**src/rtl/f_pc_sequencer_pkg.sv**
```systemverilog
// f_pc_sequencer_pkg: fetch-address constants and PC-sequencer FSM encodings
package f_pc_sequencer_pkg;
   localparam logic [31:0] RESET_PC = 32'h0000_3000;
   localparam logic [31:0] EXC_VEC  = 32'h0000_4180;
   localparam logic [31:0] IM_BASE  = 32'h0000_3000;
   localparam logic [31:0] IM_SIZE  = 32'h0000_3000;
   typedef enum logic [1:0] {
      FPC_RUN   = 2'd0,
      FPC_HOLD  = 2'd1,
      FPC_REDIR = 2'd2
   } fpc_state_e;
endpackage

```
**src/rtl/f_pc_sequencer_stall_counter.sv**
```systemverilog
// fpc_stall_counter: saturating stall-run counter with watchdog compare
module fpc_stall_counter #(
   parameter int unsigned W = 8,
   parameter logic [W-1:0] LIMIT = W'(200)
) (
   input  logic         clk,
   input  logic         reset,
   input  logic         inc,
   output logic [W-1:0] cnt,
   output logic         timeout
);
   // any cycle that is not a held stall ends the run
   always_ff @(posedge clk)
      cnt <= (!reset || !inc) ? '0 : cnt + {{(W-1){1'b0}}, ~&cnt};
   assign timeout = cnt >= LIMIT;
endmodule

```
**src/rtl/f_pc_sequencer.sv**
```systemverilog
// f_pc_sequencer: F-stage PC register with stall hold, exception/ERET redirect,
// delay-slot tracking, fetch AdEL detection and a stall-run watchdog
module f_pc_sequencer
   import f_pc_sequencer_pkg::*;
#(
   parameter int unsigned  STALL_W     = 8,
   parameter logic [STALL_W-1:0] STALL_LIMIT = STALL_W'(200)
) (
   input  logic               clk,
   input  logic               reset,
   input  logic               stall,
   input  logic [31:0]        npc,
   input  logic               D_is_jump,
   input  logic               exc_req,
   input  logic               eret,
   input  logic [31:0]        epc,
   output logic [31:0]        F_PC,
   output logic               F_BD,
   output logic               F_excAdEL,
   output logic [1:0]         state_o,
   output logic [STALL_W-1:0] stall_cnt,
   output logic               stall_timeout
);
   fpc_state_e state, next_state;
   logic redir, hold;
   localparam logic [32:0] IM_END = {1'b0, IM_BASE} + {1'b0, IM_SIZE};
   assign redir = exc_req | eret;
   assign hold  = stall & ~redir;
   always_ff @(posedge clk)
      state <= !reset ? FPC_RUN : next_state;
   always_comb
      next_state = redir ? FPC_REDIR : stall ? FPC_HOLD : FPC_RUN;
   always_comb
      state_o = state;
   always_ff @(posedge clk) begin
      if (!reset) begin
         F_PC <= RESET_PC;
         F_BD <= 1'b0;
      end else if (redir) begin
         F_PC <= exc_req ? EXC_VEC : epc;
         F_BD <= 1'b0;
      end else if (!stall) begin
         F_PC <= npc;
         F_BD <= D_is_jump;
      end
   end
   assign F_excAdEL = (|F_PC[1:0]) | (F_PC < IM_BASE) | ({1'b0, F_PC} >= IM_END);
   fpc_stall_counter #(.W(STALL_W), .LIMIT(STALL_LIMIT)) u_stall_counter (
      .clk     (clk),
      .reset   (reset),
      .inc     (hold),
      .cnt     (stall_cnt),
      .timeout (stall_timeout)
   );
endmodule

```
**config.mk**
```make
export PLATFORM = sky130hd
export DESIGN_NAME = f_pc_sequencer
export DESIGN_NICKNAME = d
export VERILOG_FILES = /design/src/rtl/f_pc_sequencer_pkg.sv /design/src/rtl/f_pc_sequencer_stall_counter.sv /design/src/rtl/f_pc_sequencer.sv
export SDC_FILE = /design/constraint.sdc
export NUM_CORES = 1
export LEC_CHECK = 0
export CAP_MARGIN = 20
export CORE_MARGIN = 2
export CORE_UTILIZATION = 30
export CTS_CLUSTER_DIAMETER = 40
export DETAILED_ROUTE_END_ITERATION = 8
export GPL_TIMING_DRIVEN = 0
export PLACE_DENSITY_LB_ADDON = 0.2
export SLEW_MARGIN = 10
export SYNTH_ARGS = -nofsm -noshare
export SYNTH_HDL_FRONTEND = slang
export SYNTH_SLANG_ARGS = --single-unit
```
**constraint.sdc**
```tcl
create_clock -name clk -period 2.6 [get_ports clk]
set_input_delay 0.26 -clock clk [delete_from_list [all_inputs] [get_ports clk]]
set_output_delay 0.26 -clock clk [all_outputs]
set_load 0.03 [all_outputs]
```
==> summary by stage <==
STA
At the pin with the least slew margin, the transition time is 340 ps. The number of hold violations in the final report is 0. Derived from the worst setup path, the maximum achievable clock frequency is 0.470 GHz.

Setup repair after global routing left no endpoint under its margin. The number of pins with negative max-slew slack in the final report came to 0. The clock arrives with 5.13 ps of skew.

The total negative slack for setup checks is 0 ps. The shortest period the worst path allows is 2130 ps. Headroom to the max-slew limit came out at 77.3%.

The final critical-path share of the clock period is 81.9%. Hold timing on the final database bottoms out at a slack of 268 ps. The total of endpoints with negative setup slack in the final report is 0.

Synthesis
The average cell area after synthesis is 10.1 um2. The cell taking the most area after synthesis is dfxtp_1. After synthesis, the cell types taking the most area are dfxtp_1 43%, mux2_2 15%, mux2i_1 14%.

The number of nets in the synthesized netlist is 270. Synthesis produced a netlist whose cell count is 198. The top cell type by area accounts for 42.9% of the synthesized area. The number of synthesis warnings is 0. The count of state elements after synthesis is 43.

The number of library cell types mapped by synthesis is 30. The area of the mapped netlist is 2000 um2. The sequential cell area fraction in the yosys report is 42.9%.

Detailed routing
Detailed routing inserted a total of 1862 vias. Dividing the detail-routed via count by the number of cells gives 4.73. The count of unresolved DRC violations after routing is 5. The number of nets with antenna violations after routing is 0.

In the final routed layout, each cell accounts on average for 13.7 um. The initial DRC count is 49. The number of detailed-route iterations in the first pass is 7. Summed over all layers, the routed wires come to 5400 um.

Die
The chip height is 85.7 um. The die extent in x is 85.7 um. In this run the count of I/O pins placed on the die edge is 115. Once the floorplan was initialized, standard cells occupied 31.2% of the core.

The floorplan core area is 6420 um2. The die covers 7350 um2. In this run the core area contains 29 standard-cell rows.

Global routing
The total congestion overflow after global routing is 0. The number of antenna violations at the first check in global routing is 0. For this run, global-route usage on met2 was measured as 25.9%.

Across every metal layer, demand over resource in global routing totals 15.1%. The met3 track demand over resource is 5.29%. After global routing, the most crowded layer is met2. The wire length of the first global-routing pass is 8810 um. Global routing used 17.9% of the available met1 tracks.

The number of global-route vias before repair is 1897. The largest net degree at the start of global routing is 14.

Power
The maximum VDD drop is 0.243 mV. Dividing total power by cell area gives a power density of 471 nW/um2. The static leakage is 1.34 nW.

Job
The max-capacitance violation count is 0.

Cells and area
In the final layout, flip-flops and latches occupy 861 um2. Compared with the post-synthesis result, the final layout area differs by 66.0%. For this run, the post-layout net count is 389.

Leaving out filler cells and counting taps, the final layout contains 394. Leaving out fill and tap cells, the most frequent cell in the layout is clkdlybuf4s50_1. The area taken by multi-input logic gates is 1060 um2. The fill cell instance count of the final layout is 590. In the final layout, the share of cells above drive strength 1 is 15.5%. The number of antenna diodes in the final layout is 0. The top cell types in the final layout, fill and taps aside, are 112 x clkdlybuf4s50_1, 43 x dfxtp_1, 34 x nor2_1.

Clock network
For this design, the CTS-stage hold fixing added 0 buffers. The total clock buffers created by CTS is 5. The clock root buffer master is clkbuf_8. Post-CTS repair changed the size of 0 cells. The source-to-sink clock delay at the later pin of the worst-skew pair is 290 ps. The clock input transition at the sequential cells of the worst setup and hold paths is 80 ps. CTS saw 43 sinks. The clock tree from TritonCTS is yes.

In this run the deepest clock path goes through 2 buffers. The count of buffers added by post-CTS timing repair for setup is 0. The clock tree synthesis step divided the H-tree into 2 levels.

Hold path
The type of the tightest min-delay check is in2reg.

Worst setup path
The kind of critical path is reg2out. Setup slack on the worst reg-to-reg path comes out at 990 ps. For the worst setup path, the data required time is 2340 ps. In this run the worst path has a maximum fanout of 3. The startpoint kind of the worst setup timing path is a flop. The capturing element type of the critical path is an output port.

Data on the critical path arrives at its endpoint at 1870 ps.

Place
Once detailed placement completed, the half-perimeter wirelength came to 4160 um. Input and output buffers added on the ports amount to 112. Counting tap cells, the placed design contains a total of 387 instances. The last weighted congestion value of the routability-driven placer is 0.727.

Run status
The checks that failed: DRC. The flow ran to the end, but the final reports show violations.
==> cell usage after synthesis <==
| library cell | number |
|---|---|
| a21oi_1 | 5 |
| nor4_1 | 4 |
| o21ai_0 | 3 |
| mux2i_1 | 29 |
| nand2_1 | 4 |
| and2_1 | 2 |
| inv_1 | 2 |
| mux2_2 | 27 |
| a221o_1 | 3 |
| nor3_1 | 3 |
| a211o_1 | 2 |
| buf_2 | 11 |
| xor2_1 | 2 |
| xnor2_1 | 1 |
| or3_1 | 3 |
| a22o_1 | 3 |
| buf_4 | 2 |
| and3_1 | 1 |
| nor2_1 | 34 |
| nand4_1 | 3 |
| nand4bb_1 | 1 |
| o21a_1 | 1 |
| nand3_2 | 1 |
| nand3_1 | 2 |
| nor4b_1 | 1 |
| o311a_1 | 1 |
| nand2b_1 | 1 |
| ha_1 | 2 |
| inv_2 | 1 |
| dfxtp_1 | 43 |
==> state kept, by name, indices dropped and copies added (netlist names) <==
name and count:
state_o 2, F_PC 32, u_stall_counter.cnt 8, F_BD 1
==> final timing paths <==
check / start / endpoint / cells past startpoint
hold / removal: exc_req / F_BD$_SDFFE_PP0N_ / 2
setup / recovery: F_PC[22]$_SDFFE_PN0P_ / F_excAdEL / 4
setup reg to reg: u_stall_counter.cnt[3]$_SDFF_PP0_ / u_stall_counter.cnt[4]$_SDFF_PP0_ / 8
hold reg to reg: F_PC[8]$_SDFFE_PN0P_ / F_PC[8]$_SDFFE_PN0P_ / 1
==> routing by layer <==
| metal | routed length, um | vias to the layer above |
|---|---|---|
| li1 | - | 942 |
| met1 | 2290 | 853 |
| met2 | 2690 | 62 |
| met3 | 374 | 5 |
| met4 | 38 | 0 |
| met5 | 0 | - |
==> per-stage QoR <==
stage | util (%) | area [um2] | power, mW | setup WS (ps)
after floorplan | - | 2000 | 0.895 | 880
after global placement | 50.2 | 3220 | 1.08 | 704
after detailed placement | 50.2 | 3220 | 1.08 | 731
after CTS | 51.8 | 3330 | 1.59 | 401
after global routing | 51.8 | 3330 | 1.65 | 337
final | 51.8 | 3330 | 1.57 | 471
==> final cells by class <==
class	instances	area share, %
repair buffers	112	33.7
clock buffers	5	2.07
plain buffers	13	2.11
flip-flops and latches	43	25.9
well taps	77	2.89
multi-input cells	139	31.9
clock inverters	2	1.13
inverters	3	0.338
==> critical path, stage by stage (launching register included) <==
cell and delay (ps):
dfxtp_1 330, nor4_1 310, and3_1 230, nand4_1 100, clkdlybuf4s50_1 620
==> kinds of logic (layout without fill, tap and decap cells) <==
| group | after synthesis | after routing | share of synthesized area [%] |
|---|---|---|---|
| flops | 43 | 43 | 42.9 |
| buf+inv | 16 | 135 | 4.06 |
| mux | 56 | 56 | 29.7 |
| simple gates | 60 | 60 | 14.2 |
| fa+ha+maj | 2 | 2 | 1.25 |
| xor+xnor | 3 | 3 | 1.31 |
| compound gates | 18 | 18 | 6.55 |
==> where the power goes <==
group	switching, mW	internal, mW	leakage (nW)
Clock	0.228	0.281	0.0502
Combinational	0.147	0.209	0.939
Sequential	0.0181	0.685	0.352
Total	0.393	1.17	1.34
Note: power is estimated with default switching activity, not from simulation.
